**config.mk**
```make
export PLATFORM = sky130hd
export DESIGN_NAME = alu_instr_sequencer
export DESIGN_NICKNAME = d
export VERILOG_FILES = /design/src/rtl/alu_instr_sequencer.sv
export SDC_FILE = /design/constraint.sdc
export NUM_CORES = 1
export LEC_CHECK = 0
export ABC_AREA = 1
export CORE_MARGIN = 2
export CORE_UTILIZATION = 56
export DETAILED_ROUTE_END_ITERATION = 8
export PLACE_DENSITY = 0.83
export SLEW_MARGIN = 30
export SYNTH_ARGS = -nofsm -noshare
export SYNTH_HDL_FRONTEND = slang
export SYNTH_SLANG_ARGS = --single-unit
```
**constraint.sdc**
```tcl
create_clock -name clk -period 3.7 [get_ports clk]
set_input_delay 0.74 -clock clk [delete_from_list [all_inputs] [get_ports clk]]
set_output_delay 0.74 -clock clk [all_outputs]
set_load 0.01 [all_outputs]
```
**src/rtl/alu_instr_sequencer.sv**
```systemverilog
// alu_instr_sequencer: R-type instruction FIFO, decoder and
// read/execute/write-back sequencer for the register-file/ALU datapath.
module alu_instr_sequencer #(
    parameter int DEPTH = 4,
    parameter int CNT_W = 8
) (
    input  logic             clk,
    input  logic             rst,
    input  logic             in_valid,
    input  logic [31:0]      in_instr,
    output logic             in_ready,
    output logic [4:0]       rr1,
    output logic [4:0]       rr2,
    output logic [4:0]       wr,
    output logic [3:0]       ctl,
    output logic             rw,
    input  logic             zero,
    output logic             last_zero,
    output logic             busy,
    output logic [CNT_W-1:0] retired,
    output logic [CNT_W-1:0] illegal
);

    localparam int PW = $clog2(DEPTH);

    typedef enum logic [1:0] {
        IDLE,
        RD,
        EX,
        WB
    } state_t;

    state_t            state_q, state_d;
    logic [31:0]       mem_q [DEPTH];
    logic [PW:0]       wp_q, rp_q;
    logic [4:0]        rr1_q, rr1_d;
    logic [4:0]        rr2_q, rr2_d;
    logic [4:0]        wr_q, wr_d;
    logic [3:0]        ctl_q, ctl_d;
    logic              rw_q, rw_d;
    logic              lz_q, lz_d;
    logic [CNT_W-1:0]  ret_q, ret_d;
    logic [CNT_W-1:0]  ill_q, ill_d;

    logic              full, empty, push, pop;
    logic [31:0]       head;
    logic              legal;
    logic [3:0]        hctl;

    // Full when pointers differ only in the wrap bit.
    assign full  = (wp_q[PW] != rp_q[PW]) &&
                   (wp_q[PW-1:0] == rp_q[PW-1:0]);
    assign empty = (wp_q == rp_q);
    assign push  = in_valid && !full;
    assign head  = mem_q[rp_q[PW-1:0]];

    // Decode the FIFO head into legality and ALU control.
    always_comb begin
        legal = 1'b0;
        hctl  = 4'b0000;
        if (head[6:0] == 7'b0110011) begin
            case ({head[31:25], head[14:12]})
                10'b0000000_000: begin legal = 1'b1; hctl = 4'b0010; end
                10'b0100000_000: begin legal = 1'b1; hctl = 4'b0110; end
                10'b0000000_111: begin legal = 1'b1; hctl = 4'b0000; end
                10'b0000000_110: begin legal = 1'b1; hctl = 4'b0001; end
                10'b0000000_010: begin legal = 1'b1; hctl = 4'b0111; end
                default:         begin legal = 1'b0; hctl = 4'b0000; end
            endcase
        end
    end

    // Next-state, pop and register updates for the sequencer.
    always_comb begin
        state_d = state_q;
        pop     = 1'b0;
        rr1_d   = rr1_q;
        rr2_d   = rr2_q;
        wr_d    = wr_q;
        ctl_d   = ctl_q;
        lz_d    = lz_q;
        ret_d   = ret_q;
        ill_d   = ill_q;
        unique case (state_q)
            IDLE: begin
                if (!empty) begin
                    pop = 1'b1;
                    if (legal) begin
                        state_d = RD;
                    end else if (ill_q != {CNT_W{1'b1}}) begin
                        ill_d = ill_q + 1'b1;
                    end
                end
            end
            RD: state_d = EX;
            EX: state_d = WB;
            WB: begin
                lz_d  = zero;
                ret_d = ret_q + 1'b1;
                if (!empty && legal) begin
                    pop     = 1'b1;
                    state_d = RD;
                end else begin
                    state_d = IDLE;
                end
            end
            default: state_d = IDLE;
        endcase
        if (pop && legal) begin
            rr1_d = head[19:15];
            rr2_d = head[24:20];
            wr_d  = head[11:7];
            ctl_d = hctl;
        end
        rw_d = (state_d == WB) && (wr_q != 5'd0);
    end

    // FIFO storage; contents need no reset, the pointers gate them.
    always_ff @(posedge clk) begin
        if (push) mem_q[wp_q[PW-1:0]] <= in_instr;
    end

    // Pointers, FSM state and output registers.
    always_ff @(posedge clk or negedge rst) begin
        if (!rst) begin
            state_q <= IDLE;
            wp_q    <= '0;
            rp_q    <= '0;
            rr1_q   <= '0;
            rr2_q   <= '0;
            wr_q    <= '0;
            ctl_q   <= '0;
            rw_q    <= 1'b0;
            lz_q    <= 1'b0;
            ret_q   <= '0;
            ill_q   <= '0;
        end else begin
            state_q <= state_d;
            if (push) wp_q <= wp_q + 1'b1;
            if (pop)  rp_q <= rp_q + 1'b1;
            rr1_q   <= rr1_d;
            rr2_q   <= rr2_d;
            wr_q    <= wr_d;
            ctl_q   <= ctl_d;
            rw_q    <= rw_d;
            lz_q    <= lz_d;
            ret_q   <= ret_d;
            ill_q   <= ill_d;
        end
    end

    assign in_ready  = !full;
    assign rr1       = rr1_q;
    assign rr2       = rr2_q;
    assign wr        = wr_q;
    assign ctl       = ctl_q;
    assign rw        = rw_q;
    assign last_zero = lz_q;
    assign busy      = (state_q != IDLE) || !empty;
    assign retired   = ret_q;
    assign illegal   = ill_q;

endmodule

```
=== Word level (Yosys, flattened, before mapping) ===
Memories as Yosys holds them, arrays and structs flattened.
Index checks and enable logic that the tools add are counted.

* Logic and storage cells: 58
* Output and inout port bits: 39
* Register bits after elaboration: 45
* RAM bits: 128
* Memories kept: 1

* Multiplexer cells: 13
* $add $sub $neg: 4
* Reduce and logical (&&, ||, !) cells: 14
* Equality and inequality tests: 13
* Bitwise operators: 2

{| class="wikitable"
|+ Memory list
! name !! depth !! width !! rd ports !! clocked after Yosys merged registers in !! wr ports !! line !! text
|-
| mem_q || 4 || 32 || 1 || 0 || 1 || 34 || <nowiki>logic [31:0] mem_q [DEPTH];</nowiki>
|}

{| class="wikitable"
|+ Operator list
! cell !! number
|-
| 10-bit by 3-bit equality test with 1-bit output (second input constant) || 2
|-
| 8-bit by 1-bit adder with 8-bit output (second input constant) || 2
|-
| 3-bit one-hot mux with 4 select lines || 1
|-
| 10-bit by 2-bit equality test with 1-bit output (second input constant) || 1
|-
| 10-bit by 9-bit equality test with 1-bit output (second input constant) || 1
|-
| 10-bit logical NOT || 1
|-
| 8-bit inequality test (second input constant) || 1
|-
| 2-bit one-hot mux with 4 select lines || 1
|-
| 7-bit by 6-bit equality test with 1-bit output (second input constant) || 1
|-
| 1-bit 2-to-1 mux || 7
|-
| 3-bit by 1-bit adder with 3-bit output (second input constant) || 2
|-
| 2-bit equality test (second input constant) || 3
|-
| 1-bit logical AND || 5
|-
| 5-bit nonzero test || 1
|-
| 5-bit OR reduction || 1
|-
| 2-bit 2-to-1 mux || 2
|-
| 4-bit AND reduction || 1
|-
| 3-bit equality test || 1
|-
| 3-bit 2-to-1 mux || 1
|-
| 2-bit by 1-bit equality test with 1-bit output (second input constant) || 1
|-
| 2-bit equality test || 1
|-
| 1-bit logical NOT || 2
|-
| 2-bit logical NOT || 1
|-
| 1-bit NOT || 2
|-
| 4 further kinds || 4
|}

=== Longest topological paths before layout ===
Gate-level depths: netlist (run 1).
An unclocked memory read counts as a cell.

* Word-level depth: 10
* Depth in mapped cells: 16
* Mapped depth without buffers: 15

=== Worst setup path after synthesis (run 1) ===
No wires, ideal clock.

* Path type: reg-to-reg
* From: reg rp_q[1]
* To: mem mem_q[3][0] (enable)
* Data required time: 3276 ps
* Arrival: 2609 ps
* Setup slack: 667 ps
* Period minus slack after synthesis: 3033 ps
* Cell stages (with the launch flop): 9
* Cell sequence: dfrtp_1 -> buf_2 -> inv_2 -> buf_4 -> nand2_1 -> nand4_1 -> or2_2 -> nand2_1 -> nor2_1

* Cells in the longest elaborated chain, start to end: 6

{| class="wikitable"
|+ RTL lines
! item !! line !! text
|-
| start, declared || 35 || <nowiki>logic [PW:0] wp_q, rp_q;</nowiki>
|-
| start signal, assigned || 140 || <nowiki>if (pop) rp_q <= rp_q + 1'b1;</nowiki>
|-
| 2-bit equality test || 52 || <nowiki>(wp_q[PW-1:0] == rp_q[PW-1:0]);</nowiki>
|-
| 1-bit logical AND || 51 || <nowiki>assign full = (wp_q[PW] != rp_q[PW]) &&</nowiki>
|-
| 1-bit logical NOT || n/a ||
|-
| named net in_ready || 11 || <nowiki>output logic in_ready,</nowiki>
|-
| 1-bit logical AND || 54 || <nowiki>assign push = in_valid && !full;</nowiki>
|-
| 1-bit 2-to-1 mux || 120 || <nowiki>if (push) mem_q[wp_q[PW-1:0]] <= in_instr;</nowiki>
|-
| 1-bit 2-to-1 mux (implied by the code) || 120 ||
|-
| end, declared || 34 ||
|}

The timed path passes the listed nets, and every way through them passes these cells.

=== Worst setup path in the final report (run 1) ===
* From: reg rp_q[0]
* To: out busy

* Cells in the longest elaborated chain, start to end: 3

{| class="wikitable"
|+ RTL lines
! item !! line !! text
|-
| 3-bit equality test || 53 || <nowiki>assign empty = (wp_q == rp_q);</nowiki>
|-
| 1-bit logical NOT || 159 || <nowiki>assign busy = (state_q != IDLE) || !empty;</nowiki>
|-
| 1-bit logical OR || 159 ||
|-
| end, declared || 19 || <nowiki>output logic busy,</nowiki>
|}

No other way between the ends.

==> impl_metrics.csv, run 1 <==
group,metric,value,unit
status,status,"complete, no violations",
placement,post-place-ws,1.09,ns
cells_and_area,layout_common_cells,"sky130_fd_sc_hd__edfxtp_1, sky130_fd_sc_hd__nand2_1, sky130_fd_sc_hd__clkdlybuf4s50_1",
global_routing,grt_first_pass_wirelength,22000,µm
global_routing,grt_overflow,0,
cells_and_area,num_antenna_cells,0,
critical_path,highest_net_fanout_along_the_worst_path,50,
sta,final.setup.worst_slack,0.790,ns
synth,synth.net_count,608,
placement,dp.cells,765,
routing,route.antenna.remaining_nets,0,
critical_path,critical_path.endpoint_type,"output pin",
clock_network,clk_transition_reported_paths,0.06,ns
global_routing,number_of_global_route_vias_before_repair,4477,
synth,yosysWarnings,0,
placement,place_congestion,0.807,
critical_path,path_cells,"buf_4 -> nand2_1 -> nand4_1 -> nor2_1 -> nand2_1 -> clkdlybuf4s50_1",
cells_and_area,layout.area.seq,4940,µm²
power,vdd_ir_drop_max,0.000535,V
sta,timing.setup.tns,0,ns
synth,yosys_most_used_dff,"sky130_fd_sc_hd__edfxtp_1",
critical_path,worst_ep_required_time,2.96,ns
sta,final.period_utilization,0.786,
synth,synth-edff-count,128,
routing,drtIter0Drc,455,
sta,worst_pin_slew,0.670,ns
power,cellLeakagePower,3.31,nW
placement,dp_wirelength,8800,µm
clock_network,cts.htree.levels,4,
global_routing,largest_net_degree_at_the_start_of_global_routing,51,
clock_network,worstSkewPairLatency,0.43,ns
clock_network,cts-root-to-sink-buffers,2,
synth,yosys.cell_types.count,32,
floorplanning,initial_utilization,0.572,
clock_network,numCtsBuffers,17,
sta,max_slew_margin,0.553,
critical_path,rr_endpoint,"rp_q[1]",
cells_and_area,fin_cells,797,
cells_and_area,mostFrequentLayoutCell,"sky130_fd_sc_hd__edfxtp_1",
synth,synth.top_cells.by_area,"sky130_fd_sc_hd__edfxtp_1, sky130_fd_sc_hd__dfrtp_1, sky130_fd_sc_hd__nand2_1, sky130_fd_sc_hd__nor2_1, sky130_fd_sc_hd__nand4_1",
floorplanning,row_count,40,
routing,drt_pre_antenna_iters,6,
cells_and_area,fillers,812,
clock_network,cts_sinks,172,
critical_path,r2r_slack,1.01,ns
synth,fraction_of_the_yosys_area_taken_by_sequential_cells,0.720,
synth,share_of_synthesized_registers_carrying_an_async_set_or_reset,0.256,
critical_path,critical_path.slowest_cell,"sky130_fd_sc_hd__clkdlybuf4s50_1",
floorplanning,core_region_area,12000,µm²
routing,number_of_remaining_drc_errors,0,
critical_path,cp-endpoint,"busy",
clock_network,post_cts_resized,0,
cells_and_area,final_cell_area,8380,µm²
critical_path,worst-r2r-cell-count,14,
clock_network,tritoncts,"done",
floorplanning,die_width,115,µm
sta,setup_viol_count_final,0,
clock_network,cts_setup_buffers,0,
sta,hold_violations,0,
floorplanning,dieArea,13200,µm²
cells_and_area,finalNetCount,684,
synth,ys_seq_elements,172,
sta,max_clock_freq,0.344,GHz
synth,syn_inst,561,
power,power-per-cell-area,806,nW/µm²
run,timing.max_cap.violations,0,
global_routing,grt_util_all_layers,0.224,
critical_path,crit_path_max_incr_delay,0.49,ns
critical_path,worst_r2r_startpoint,"rp_q[0]",
cells_and_area,area.growth.synth_to_final,22.0,%
sta,final-max-slew-violation-count,0,
cells_and_area,multi_input_area,1690,µm²
critical_path,critPathArrivalTime,2.17,ns
routing,vias_per_cell,5.66,
synth,synth_top_area_cell,"sky130_fd_sc_hd__edfxtp_1",
routing,detail_route.wl_per_cell,17.2,µm
global_routing,grt_antenna_before_repair,0,
floorplanning,ios,75,
hold_path,path_category_of_the_worst_min_delay_check,"in2async",
critical_path,timing_startpoint_of_the_critical_path,"rp_q[0]",
routing,routed_wl,13700,µm
routing,dr_total_vias,4514,
clock_network,clock-root-buffer,"sky130_fd_sc_hd__clkbuf_16",
clock_network,cts_hold_repair.buffers,0,
placement,portBuffers,73,
floorplanning,die_height,115,µm
placement,place_area,7730,µm²
critical_path,timing.critical_path.mode_cell,"sky130_fd_sc_hd__nand2_1",
synth,synth_top_area_frac,0.559,
critical_path,critPathKind,"reg2out",
sta,minimum_clock_period,2.91,ns
synth,syn-mean-instance-area,12.2,µm²
synth,summed_instance_area_of_the_synthesized_netlist,6870,µm²
critical_path,timing.critical_path.from_type,"flop",
sta,setup_repair_after_global_routing_missed_its_margin,"false",
sta,clock_skew,0.00618,ns
cells_and_area,final_layout_size_suffix_gt1_frac,0.0815,
-- cell usage after synthesis, types with 7 or more instances --
master and count:
sky130_fd_sc_hd__xor2_1 8, sky130_fd_sc_hd__dfrtp_1 44, sky130_fd_sc_hd__o21ai_0 34, sky130_fd_sc_hd__xnor2_1 7, sky130_fd_sc_hd__nand2_1 121, sky130_fd_sc_hd__nand3_1 34
sky130_fd_sc_hd__nor2_1 56, sky130_fd_sc_hd__nand4_1 28, sky130_fd_sc_hd__ha_1 11, sky130_fd_sc_hd__inv_1 29, sky130_fd_sc_hd__clkbuf_1 11, sky130_fd_sc_hd__o22ai_1 15
sky130_fd_sc_hd__edfxtp_1 128, sky130_fd_sc_hd__buf_2 7
-- worst min path at each step --
stage               startpoint    endpoint  slack, ns  cells past startpoint
finish                     rst  illegal[3]       0.29                      1
global route               rst  illegal[0]       0.32                      1
CTS                        rst  illegal[0]       0.48                      1
detailed placement      rr1[2]      rr1[2]       0.46                      2
global placement        rr1[4]      rr1[4]       0.46                      2
floorplan                  rst      ctl[0]       0.44                      0
-- report_power, final --
part,internal [mW],switching [mW],total (mW)
sequential,2.60,0.232,2.83
clock,1.19,0.729,1.92
combinational,0.704,1.30,2.01
-- through the flow --
step           hold WS, ns   util  power, mW
3_3_place_gp         0.459  0.644       4.73
4_1_cts              0.479  0.698       6.78
3_5_place_dp         0.464  0.644       4.85
5_1_grt              0.320  0.698       7.14
6_report             0.290  0.698       6.76
2_1_floorplan        0.444      -       4.10
-- sequential cells by signal, summed over array words and instances, names as in the netlist --
name,cells
illegal,8
wr,5
rr2,5
mem_q,128
last_zero,1
state_q,2
rw,1
wp_q,3
rp_q,3
rr1,5
ctl,3
retired,8
-- worst max-delay path, delay by kind of cell, from the launching register on --
kind          cells  cell delay (ns)
buf+inv           2             0.78
flops             1             0.39
simple gates      4             0.55
-- metal layers --
layer | track usage | vias up | wire length, µm
met5 | 0 | - | 22
met4 | 0.0892 | 2 | 213
met3 | 0.0691 | 24 | 967
met2 | 0.358 | 201 | 6780
met1 | 0.290 | 2174 | 5710
li1 | - | 2113 | -
-- cell families (layout without fill, tap and decap cells) --
logic type | Yosys count | after routing | synth area share
buffers and inverters | 57 | 146 | 0.0361
adder cells (fa/ha/maj) | 11 | 11 | 0.0200
AND/OR/NAND/NOR | 252 | 252 | 0.159
XOR/XNOR | 15 | 15 | 0.0191
other | 1 | 1 | 0.000546
AO/OA/AOI/OAI | 53 | 53 | 0.0455
flip-flops | 172 | 172 | 0.720
-- layout make-up --
| class | count | area share |
|---|---|---|
| Inverter | 33 | 0.0151 |
| Timing Repair Buffer | 81 | 0.0941 |
| Clock buffer | 17 | 0.0508 |
| Clock inverter | 15 | 0.0266 |
| Sequential cell | 172 | 0.590 |
| Multi-Input combinational cell | 332 | 0.202 |
| Tap cell | 147 | 0.0219 |
Note: power is estimated with default switching activity, not from simulation.
==> run 2: changes to the inputs <==
Clock period 3.7 ns to 2.9 ns, I/O delays scaled along.
==> run 2 against run 1 <==
Highest routed layer is now met4. Critical endpoint unchanged. Wire length decreased by 4.3%. Cell count increased by 0.38%. Sequential share of layout area increased by 0.71 points. Worst setup slack got worse by 0.55 ns. Count of clock-buffer cells in the layout unchanged. Hold slack got worse by 0.15 ns.
==> impl_metrics.csv, run 2 (synthesis results as in run 1) <==
group,metric,value,unit
critical_path,crit_family,"buffers and inverters",
power,power_share_of_the_clock_group,0.245,
routing,route.antenna.remaining_nets,0,
sta,final-max-slew-violation-count,0,
critical_path,highest_net_fanout_along_the_worst_path,27,
routing,dr_total_vias,4418,
cells_and_area,largest_register_ffs,128,
sta,hold_violations,0,
power,combPwrFrac,0.315,
sta,minimum_clock_period,2.66,ns
power,finalPower,8.20,mW
clock_network,cts_sinks,172,
sta,max_slew_margin,0.635,
routing,number_of_remaining_drc_errors,0,
cells_and_area,finalNetCount,687,
cells_and_area,fillers,807,
cells_and_area,area.growth.synth_to_final,20.5,%
global_routing,largest_net_degree_at_the_start_of_global_routing,45,
sta,setup_repair_after_global_routing_missed_its_margin,"false",
floorplanning,dieArea,13200,µm²
cells_and_area,final_layout_size_suffix_gt1_frac,0.0842,
critical_path,timing.critical_path.from_type,"flop",
global_routing,grt_overflow,0,
routing,drt_pre_antenna_iters,5,
sta,max_clock_freq,0.376,GHz
floorplanning,die_height,115,µm
sta,worst_pin_slew,0.548,ns
critical_path,critPathArrivalTime,2.08,ns
power,internal_power,5.33,mW
sta,clock_skew,0.0111,ns
power,vdd_ir_drop_max,0.000552,V
clock_network,clk_transition_reported_paths,0.06,ns
global_routing,number_of_global_route_vias_before_repair,4380,
clock_network,clock-root-buffer,"sky130_fd_sc_hd__clkbuf_16",
sta,setup_viol_count_final,0,
hold_path,path_category_of_the_worst_min_delay_check,"in2async",
sta,final.period_utilization,0.916,
clock_network,cts-root-to-sink-buffers,2,
global_routing,grt_util_all_layers,0.213,
placement,dp.cells,768,
power,power.net_switching,2.86,mW
floorplanning,core_region_area,12000,µm²
floorplanning,row_count,40,
placement,dp_wirelength,8540,µm
run,timing.max_cap.violations,0,
clock_network,tritoncts,"done",
routing,detail_route.wl_per_cell,16.4,µm
clock_network,cts_setup_buffers,0,
critical_path,critPathKind,"reg2out",
floorplanning,initial_utilization,0.572,
critical_path,worst_ep_required_time,2.32,ns
global_routing,grt_first_pass_wirelength,21200,µm
placement,place_congestion,0.790,
global_routing,grt_antenna_before_repair,0,
floorplanning,ios,75,
routing,routed_wl,13100,µm
critical_path,critical_path.n_buffers_inverters,2,
status,status,"complete, no violations",
critical_path,critical_path.slowest_cell,"sky130_fd_sc_hd__clkdlybuf4s50_1",
sta,timing.setup.tns,0,ns
cells_and_area,layout_common_cells,"sky130_fd_sc_hd__edfxtp_1, sky130_fd_sc_hd__nand2_1, sky130_fd_sc_hd__clkdlybuf4s50_1",
critical_path,crit_path_max_incr_delay,0.49,ns
routing,vias_per_cell,5.52,
clock_network,worstSkewPairLatency,0.43,ns
critical_path,path_cells,"buf_4 -> nand2_1 -> nand4_1 -> nor2_1 -> nand2_1 -> clkdlybuf4s50_1",
placement,portBuffers,73,
clock_network,post_cts_resized,0,
critical_path,critical_path.endpoint_type,"output pin",
power,cellLeakagePower,3.27,nW
power,power-per-cell-area,990,nW/µm²
clock_network,numCtsBuffers,17,
cells_and_area,mostFrequentLayoutCell,"sky130_fd_sc_hd__edfxtp_1",
clock_network,cts_hold_repair.buffers,0,
routing,drtIter0Drc,404,
critical_path,timing.critical_path.mode_cell,"sky130_fd_sc_hd__nand2_1",
cells_and_area,fin_cells,800,
cells_and_area,num_antenna_cells,0,
clock_network,cts.htree.levels,4,
power,p_sw_frac,0.349,
floorplanning,die_width,115,µm
power,seq_power_share,0.439,
[run 2: cell types whose count changed in the layout (fill, tap and decap cells not counted), sizes merged]
cell,change
buf,+3
bufinv,-5
clkinv,+1
clkinvlp,+1
inv,+3
[run 2: path summary, 6_finish.rpt]
kind	from	to	slack [ns]	cells past startpoint
min in group clk	rr1[0]	rr1[0]	0.47	2
worst min-delay path	rst	illegal[0]	0.14	1
worst min register to register	rr1[0]	rr1[0]	0.47	2
worst max-delay path	rp_q[1]	busy	0.24	6
max in group asynchronous	rst	rr2[2]	2.38	1
worst max register to register	rp_q[0]	wr[2]	0.55	14
[run 2: metrics by stage]
stage / utilization / instance area [µm²] / setup slack [ns] / hold WS [ns]
floorplan: - / 6870 / -0.0910 / 0.284
global placement: 0.645 / 7750 / 0.690 / 0.459
detailed placement: 0.645 / 7750 / 0.632 / 0.458
CTS: 0.689 / 8280 / 0.210 / 0.332
global route: 0.689 / 8280 / 0.0680 / 0.177
finish: 0.689 / 8280 / 0.243 / 0.142
[run 2: power by group through the flow]
stage	sequential [mW]	combinational (mW)	clock [mW]
floorplan	3.66	1.57	0
global placement	3.62	2.46	0
detailed placement	3.65	2.58	0
CTS	3.60	2.60	2.03
global route	3.66	2.88	2.14
finish	3.60	2.59	2.01
[run 2: final cells by class]
cell class / instances / area, µm² / share of cell area
sequential: 172 / 4940 / 0.597
multi-input combinational: 332 / 1690 / 0.204
timing repair buffer: 84 / 811 / 0.0979
clock buffer: 17 / 425 / 0.0514
tap: 147 / 184 / 0.0222
inverter: 33 / 126 / 0.0153
clock inverter: 15 / 100 / 0.0121
[run 2: layer usage]
metal / vias to the layer above / share of wire / global-route usage
met4: 0 / 0.015 / 0.0908
li1: 2125 / - / -
met5: - / 0 / 0
met1: 2135 / 0.43 / 0.278
met3: 14 / 0.058 / 0.0496
met2: 144 / 0.50 / 0.349
